### src/rtl/regfile_alu_sequencer.sv
// Four-phase instruction sequencer for the 8x8 register file:
// IDLE (accept) -> READ (sample operands) -> EXEC (compute) -> WRITE (commit).
// Owns the register file write port and keeps the last written addr/data pair
// on it, so the file's addr-match bypass always returns the stored value.
module regfile_alu_sequencer #(
    parameter int DATA_W = 8,
    parameter int ADDR_W = 3
) (
    input  logic              clk,
    input  logic              reset,
    input  logic              instr_valid,
    output logic              instr_ready,
    input  logic [2:0]        instr_op,
    input  logic [ADDR_W-1:0] instr_rd,
    input  logic [ADDR_W-1:0] instr_rs0,
    input  logic [ADDR_W-1:0] instr_rs1,
    input  logic [DATA_W-1:0] instr_imm,
    output logic [ADDR_W-1:0] rf_read_addr0,
    output logic [ADDR_W-1:0] rf_read_addr1,
    input  logic [DATA_W-1:0] rf_read_data0,
    input  logic [DATA_W-1:0] rf_read_data1,
    output logic [ADDR_W-1:0] rf_write_addr,
    output logic [DATA_W-1:0] rf_write_data,
    output logic              rf_write_enable,
    output logic              result_valid,
    output logic [DATA_W-1:0] result_data,
    output logic              carry,
    output logic              busy
);

    localparam logic [2:0] OP_ADD  = 3'd0;
    localparam logic [2:0] OP_SUB  = 3'd1;
    localparam logic [2:0] OP_AND  = 3'd2;
    localparam logic [2:0] OP_OR   = 3'd3;
    localparam logic [2:0] OP_XOR  = 3'd4;
    localparam logic [2:0] OP_LDI  = 3'd5;
    localparam logic [2:0] OP_ADDI = 3'd6;
    localparam logic [2:0] OP_CMP  = 3'd7;

    typedef enum logic [1:0] {IDLE, READ, EXEC, WRITE} state_t;

    // Latched instruction fields (sources go straight into the read-address regs)
    typedef struct packed {
        logic [2:0]        op;
        logic [ADDR_W-1:0] rd;
        logic [DATA_W-1:0] imm;
    } instr_t;

    state_t            state, state_nxt;
    instr_t            instr_q;
    logic [DATA_W-1:0] a_q, b_q;
    logic [DATA_W:0]   alu_res;   // {carry/borrow, result}
    logic              accept;
    logic              writes;

    assign instr_ready = (state == IDLE);
    assign busy        = (state != IDLE);
    assign accept      = instr_valid && instr_ready;
    assign writes      = (instr_q.op != OP_CMP);

    // State register
    always_ff @(posedge clk or posedge reset) begin
        if (reset) state <= IDLE;
        else       state <= state_nxt;
    end

    // Next state: one step per edge once an instruction is taken
    always_comb begin
        state_nxt = state;
        case (state)
            IDLE:    if (instr_valid) state_nxt = READ;
            READ:    state_nxt = EXEC;
            EXEC:    state_nxt = WRITE;
            WRITE:   state_nxt = IDLE;
            default: state_nxt = IDLE;
        endcase
    end

    // Latch the instruction and present its source addresses for the READ cycle
    always_ff @(posedge clk or posedge reset) begin
        if (reset) begin
            instr_q       <= '0;
            rf_read_addr0 <= '0;
            rf_read_addr1 <= '0;
        end else if (accept) begin
            instr_q       <= '{op: instr_op, rd: instr_rd, imm: instr_imm};
            rf_read_addr0 <= instr_rs0;
            rf_read_addr1 <= instr_rs1;
        end
    end

    // Capture the combinational read data at the end of READ
    always_ff @(posedge clk or posedge reset) begin
        if (reset) begin
            a_q <= '0;
            b_q <= '0;
        end else if (state == READ) begin
            a_q <= rf_read_data0;
            b_q <= rf_read_data1;
        end
    end

    // ALU; the 9-bit subtract leaves the borrow in the top bit
    always_comb begin
        alu_res = '0;
        case (instr_q.op)
            OP_ADD:  alu_res = {1'b0, a_q} + {1'b0, b_q};
            OP_SUB:  alu_res = {1'b0, a_q} - {1'b0, b_q};
            OP_AND:  alu_res = {1'b0, a_q & b_q};
            OP_OR:   alu_res = {1'b0, a_q | b_q};
            OP_XOR:  alu_res = {1'b0, a_q ^ b_q};
            OP_LDI:  alu_res = {1'b0, instr_q.imm};
            OP_ADDI: alu_res = {1'b0, a_q} + {1'b0, instr_q.imm};
            OP_CMP:  alu_res = {1'b0, a_q} - {1'b0, b_q};
            default: alu_res = '0;
        endcase
    end

    // Result and write port; the addr/data pair only moves for writing ops
    always_ff @(posedge clk or posedge reset) begin
        if (reset) begin
            result_valid    <= 1'b0;
            rf_write_enable <= 1'b0;
            result_data     <= '0;
            carry           <= 1'b0;
            rf_write_addr   <= '0;
            rf_write_data   <= '0;
        end else begin
            result_valid    <= (state == EXEC);
            rf_write_enable <= (state == EXEC) && writes;
            if (state == EXEC) begin
                result_data <= alu_res[DATA_W-1:0];
                carry       <= alu_res[DATA_W];
                if (writes) begin
                    rf_write_addr <= instr_q.rd;
                    rf_write_data <= alu_res[DATA_W-1:0];
                end
            end
        end
    end

endmodule

### config.mk
export PLATFORM = sky130hd
export DESIGN_NAME = regfile_alu_sequencer
export DESIGN_NICKNAME = d
export VERILOG_FILES = /design/src/rtl/regfile_alu_sequencer.sv
export SDC_FILE = /design/constraint.sdc
export NUM_CORES = 1
export LEC_CHECK = 0
export ABC_AREA = 1
export ABC_CLOCK_PERIOD_IN_PS = 2500
export CORE_UTILIZATION = 41
export DETAILED_ROUTE_END_ITERATION = 7
export DONT_BUFFER_PORTS = 1
export SLEW_MARGIN = 20
export SYNTH_ARGS = -nofsm -noshare
export SYNTH_HDL_FRONTEND = slang
export SYNTH_SLANG_ARGS = --single-unit
### constraint.sdc
create_clock -name clk -period 2.5 [get_ports clk]
set_input_delay 0.5 -clock clk [delete_from_list [all_inputs] [get_ports clk]]
set_output_delay 0.5 -clock clk [all_outputs]
set_load 0.005 [all_outputs]
==> metrics, run 1 <==
Setup-failing EPs final 0; FF+latch count, synth 60; Reg clk slew, reported paths about 0.070 ns; syn_area_per_cell 7.92 um^2; post-route minimum period 2.36 ns; Placer Congestion 0.898; P&R area growth vs syn 17.6%; DRC 0; Synth Instances about 460; largest net degree at the start of global routing 36; GRT Util Overall 21.0%; CP Max Fanout 8; # diodes 0; Worst-Margin Slew approximately 0.70 ns; CP endpoint kind register; starting density of the core 43.1%; Final #Nets 551; Final Hold Viols 0; Initial DRC Count 126; Syn Nets 525; Placement Setup Slack 0.00634 ns; FMAX ~420 MHz; final period utilization 94.5%; area leader, netlist dfrtp_1; Final Skew 0.00919 ns; Yosys Warn Count 0; Post-synth EDFFs 0; maximum buffer depth of the clock tree 2; Min-Delay Path Class input port to asynchronous set/reset pin; worst setup margin 0.139 ns; core region area about 8400 um^2; number of CTS-inserted buffers 9; initial antenna violation count 0; root buffer cell clkbuf_8; die width 95.8 um; post-synthesis sequential area ratio 41.6%; row cnt 33; vias in the first global route ~3000; Synth Flop Type dfrtp_1; grt ovf 0; Port Buf Inserts 0; max-slew violation count 0; Final ANT Viol Nets 0; Die Span Y around 96 um; CTS tree yes; asr flop ratio synth 100%; length in cells of the worst reg-to-reg path 17; MaxCap Viol Count 0; overall routed net length slightly above 9000 um; router iterations before antenna repair 4; Clock Latency Late Sink 0.35 ns; Avg Vias per Cell 5.21; Synth top area share 41.6%; worst r2r src instr_q[12]; Netlist Area Pre-Place about 3600 um^2; ratio of cells with drive above 1 in the final layout 20.9%; WL/cell around 16 um; CTS sink cnt 60; WP data arrival 2.60 ns; outcome finished, final reports clean; number of buffers inserted by hold repair at cts 0; worst path required time 2.73 ns; area of the multi-input gates 1990 um^2; synth cell count leaders nand2_1 (131), dfrtp_1 (60), inv_1 (56), nor2_1 (38), o21ai_0 (31); post-synth cell types 36; Worst setup SP type register; vias post-DR 3082; first-pass GRT wire length 14200 um; top cells by area, synth dfrtp_1 (42%), nand2_1 (14%), ha_1 (10%), inv_1 (5.8%), o21ai_0 (4.3%); Max-slew headroom 53.4%; kind of critical path register to register; Die ar. 9180 um^2; flop2flop setup slack 0.14 ns; Storage cell area 1500 um^2; cell with the most instances after synthesis nand2_1; Final HPWL DP 6950 um; I/O pin count 69; RR Endpoint result_data[5]; H-tree level count 3; # fillers 795
[worst max path at each step]
stage	from	endpoint	depth (start not counted)
floorplan	b_q[1]	result_data[7]	18
global placement	instr_q[13]	rf_write_data[4]	14
detailed placement	instr_q[0]	rf_write_data[7]	19
CTS	instr_q[0]	rf_write_data[7]	19
global route	instr_q[0]	carry	17
finish	instr_q[12]	result_data[5]	17
[stage by stage]
step | area [um^2] | TNS [ns] | hold slack [ns] | util (%) | cells
global route | 4240 | -0.0744 | 0.147 | 50.6 | 592
floorplan | 3610 | 0 | 0.436 | - | 456
global placement | 3810 | 0 | 0.452 | 45.5 | 567
detailed placement | 3810 | 0 | 0.459 | 45.5 | 567
finish | 4240 | 0 | 0.110 | 50.6 | 592
CTS | 4020 | 0 | 0.130 | 47.9 | 584
[metal layers]
metal	wire length, um	global-route usage [%]
met1	3870	25.0
met2	4650	36.1
met3	452	4.66
met4	254	9.45
met5	0	0
[kinds of logic (layout without fill, tap and decap cells)]
group                      count (synthesis)  count (layout)  synth area share [%]
and+or+nand+nor                          216             216                  25.9
AOI/OAI and AO/OA                         71              71                  11.1
buffers and inverters                     68              99                  7.66
DFF                                       60              60                  41.6
adders and majority gates                 30              30                  10.6
muxes                                      7               7                  2.18
xor gates and xnor gates                   4               4                 0.970
[cells in the final DEF, fill, tap and decap left out, types with 7 or more instances in the layout]
cell	instances
inv_2	9
clkbuf_8	9
nand3_1	18
o21ai_0	28
inv_1	48
nand2_1	126
ha_1	26
nor2_1	32
dfrtp_1	59
buf_4	23
a21oi_1	21
mux2_2	7
[final cells by class]
type	instances	share of cell area (%)
Sequential cell	60	35.4
Clock inverter	7	1.77
Timing Repair Buffer	24	4.54
Tap cell	105	3.10
Inverter	59	5.34
Multi-Input combinational cell	328	46.9
Clock buffer	9	2.92
[repair_timing]
action                     CTS  global route
gates resized for setup      0            48
pin swaps                    1            15
setup endpoints to repair    1            11
gates cloned                 0             0
buffers inserted             1             9
hold endpoints to repair     0             0
[worst max-delay path, cell delays in order, from the launching register on]
cell	delay [ns]
dfrtp_1	0.43
nor2_2	0.14
inv_1	0.05
nand2_2	0.08
nand2_4	0.10
nand2_4	0.11
inv_4	0.06
a31oi_1	0.14
ha_1	0.29
or2_2	0.34
nand3b_1	0.12
nand2_1	0.06
nand2_1	0.05
nand2_1	0.04
nand2_1	0.05
nand2_1	0.07
nand2_1	0.07
nand2_1	0.05
[state kept, by name, summed over array words and instances (netlist names)]
| name | count |
|---|---|
| instr_q | 14 |
| a_q | 8 |
| b_q | 8 |
| result_data | 8 |
| rf_write_data | 8 |
| rf_read_addr0 | 3 |
| rf_read_addr1 | 3 |
| rf_write_addr | 3 |
| state | 2 |
| carry | 1 |
| result_valid | 1 |
| rf_write_enable | 1 |
Power of run 1 is left out: the tool's default activity adds up to more than one toggle a clock period on the data nets, which glitch-free logic cannot reach.
==> inputs of run 2 (changes only) <==
Settings changed: ABC_CLOCK_PERIOD_IN_PS 2500 to 2850.
Clock period 2.5 ns to 2.85 ns, I/O delays scaled along.
==> run 2 against run 1 <==
Net effect:
- worst hold slack improved by 0.23 ns
- fmax shrank 8.0%
- register-to-register slack better by 0.14 ns
- sequential cell count is the same
- highest routed layer unchanged
==> metrics, run 2 (synthesis results as in run 1) <==
WP data arrival 2.78 ns (+0.18 ns); most frequent cells in the layout nand2_1 (131), dfrtp_1 (60), inv_1 (55); CP endpoint kind register; root buffer cell clkbuf_8; Die ar. 9180 um^2 (unchanged); Setup-failing EPs final 0 (unchanged); vias in the first global route 2919 (-1.3%); max-slew violation count 0 (unchanged); worst path required time 3.06 ns (+0.33 ns); Max stage delay on crit path 0.48 ns (+0.05 ns); Clock Latency Late Sink 0.35 ns (about the same); overall routed net length 8950 um (-3.0%); # fillers 853 (+7.3%); vias post-DR 2999 (-2.7%); clock power share 13.7%; Core Util, Final 47.0% (-3.6 points); Worst setup SP type register; Initial DRC Count 128 (+1.6%); Max-slew headroom 53.2% (-0.21 points); outcome finished, final reports clean; Final HPWL DP 6850 um (-1.5%); RR Endpoint rf_write_data[4]; H-tree level count 3 (unchanged); Placer Congestion 0.966 (+7.6%); Reg clk slew, reported paths 0.07 ns (about the same); Sequential Power Share 28.0%; hold_ws 0.338 ns (+0.229 ns); die width 95.8 um (unchanged); Internal Power 2.93 mW; maximum buffer depth of the clock tree 2 (unchanged); Pwr Density 1480 nW/um^2; Hold EP a_q[4]; flop2flop setup slack 0.28 ns (+0.14 ns); CTS sink cnt 60 (unchanged); worst hold stages 2; largest net degree at the start of global routing 38 (+5.6%); unrepaired setup endpoints after global routing false; net switching power 2.88 mW; ratio of cells with drive above 1 in the final layout 10.3% (-11 points); GRT Util Overall 21.6% (+0.59 points); Worst-Margin Slew 0.699 ns (+0.00306 ns); FMAX 389 MHz (-8.0%); I/O pin count 69 (unchanged); Die Span Y 95.8 um (unchanged); maximum vdd drop 0.000544 V; Placement Setup Slack 0.236 ns (+0.229 ns); Top reg by flops instr_q; Post-DP Area 3720 um^2 (-2.3%); Final ANT Viol Nets 0 (unchanged); length in cells of the worst reg-to-reg path 15 (-2); Critical Path Source instr_q[12]; P&R area growth vs syn 9.12%; router iterations before antenna repair 5 (+1); worst r2r src instr_q[12]; CP Max Fanout 8 (unchanged); Hold Startpoint rf_read_data0[4]; core region area 8380 um^2 (unchanged); DRC 0 (unchanged); Sw Ratio 49.5%; Final #Nets 533 (-3.3%); number of CTS-inserted buffers 9 (unchanged); starting density of the core 43.1% (unchanged); # diodes 0 (unchanged); fin area 3940 um^2 (-7.2%); CTS tree yes; grt ovf 0 (unchanged); Port Buf Inserts 0 (unchanged); Min-Delay Path Class input port to register; max reg flops 14 (unchanged); WL/cell 15.6 um (+0.21%); final period utilization 90.1% (-4.3 points); MaxCap Viol Count 0 (unchanged); Setup Total Neg Slack 0 ns (unchanged); Avg Vias per Cell 5.23 (+0.53%); Final Hold Viols 0 (unchanged); post-route minimum period 2.57 ns (+0.207 ns); leakage 2.00 nW; initial antenna violation count 0 (unchanged); first-pass GRT wire length 14500 um (+1.8%); critical path, cell by cell nor2_1 > inv_1 > nand2_2 > nand2_4 > nand2_2 > inv_2 > o21ai_0 > nand2_1 > ha_1 > nand3_1 > nand3_1 > nand2_1 > a21oi_1 > nor2_1 > o21ai_1; slowest cell on the critical path dfrtp_1; worst setup margin 0.282 ns (+0.143 ns); Final Skew 0.00745 ns (-0.00174 ns); row cnt 33 (unchanged); kind of critical path register to register; combinational power share 58.2%; commonest non-fill, non-tap cell in the layout nand2_1
[run 2: cell types whose count changed in the layout (fill, tap and decap cells not counted), moves of 4 or more]
cell,previous run,this run
nor2_1,32,38
nor2_2,4,0
nand3_1,18,24
buf_4,23,5
nand2_1,126,131
inv_2,9,3
nand2_2,6,2
inv_1,48,55
[run 2: routing by layer]
metal	global-route usage (%)	share of wire (%)	wire length [um]
met1	26.7	43	3820
met2	34.4	47	4250
met3	5.77	5.6	499
met4	11.3	4.3	382
met5	0	0	0
[run 2: metrics by stage]
step                      instances  power [mW]
after floorplan                 456        4.17
after global placement          557        4.96
after detailed placement        557        5.01
after CTS                       573        5.84
after global routing            573        6.46
final                           573        5.81
[run 2: cell type report]
| cell class | instances | area (um^2) | area share, % |
|---|---|---|---|
| multi-input combinational | 328 | 1840 | 46.6 |
| sequential | 60 | 1500 | 38.1 |
| inverter | 59 | 221 | 5.62 |
| clock buffer | 11 | 151 | 3.84 |
| tap | 105 | 131 | 3.34 |
| clock inverter | 4 | 48.8 | 1.24 |
| timing repair buffer | 6 | 47.5 | 1.21 |
[run 2: worst max path at each step]
stage | cells past startpoint | slack (ns) | endpoint
2_1_floorplan | 18 | 0.58 | result_data[7]
3_3_place_gp | 19 | 0.27 | rf_write_data[7]
3_5_place_dp | 19 | 0.24 | rf_write_data[7]
4_1_cts | 19 | 0.23 | rf_write_data[7]
5_1_grt | 18 | 0.0006 | rf_write_data[7]
6_report | 15 | 0.28 | rf_write_data[4]
[run 2: power by group through the flow]
stage | registers (mW) | logic (mW) | clock network, mW
3_5_place_dp | 1.65 | 3.36 | 0
3_3_place_gp | 1.65 | 3.31 | 0
4_1_cts | 1.64 | 3.39 | 0.818
6_report | 1.63 | 3.38 | 0.799
5_1_grt | 1.69 | 3.92 | 0.853
2_1_floorplan | 1.55 | 2.62 | 0
[run 2: worst max-delay path, delay by kind of cell (launching register included)]
| family | cells | cell delay, ns |
|---|---|---|
| simple gates | 9 | 1.23 |
| flops | 1 | 0.48 |
| fa+ha+maj | 1 | 0.35 |
| buf+inv | 2 | 0.15 |
| compound gates | 3 | 0.23 |
[run 2: what timing repair did]
item                                    CTS  global route
buffers inserted                          0             0
gates resized for setup                   0             3
hold buffers                              1             0
endpoints found under the hold margin     1             0
endpoints found under the setup margin    0             2
No activity file was read; power rests on OpenSTA's default activity.
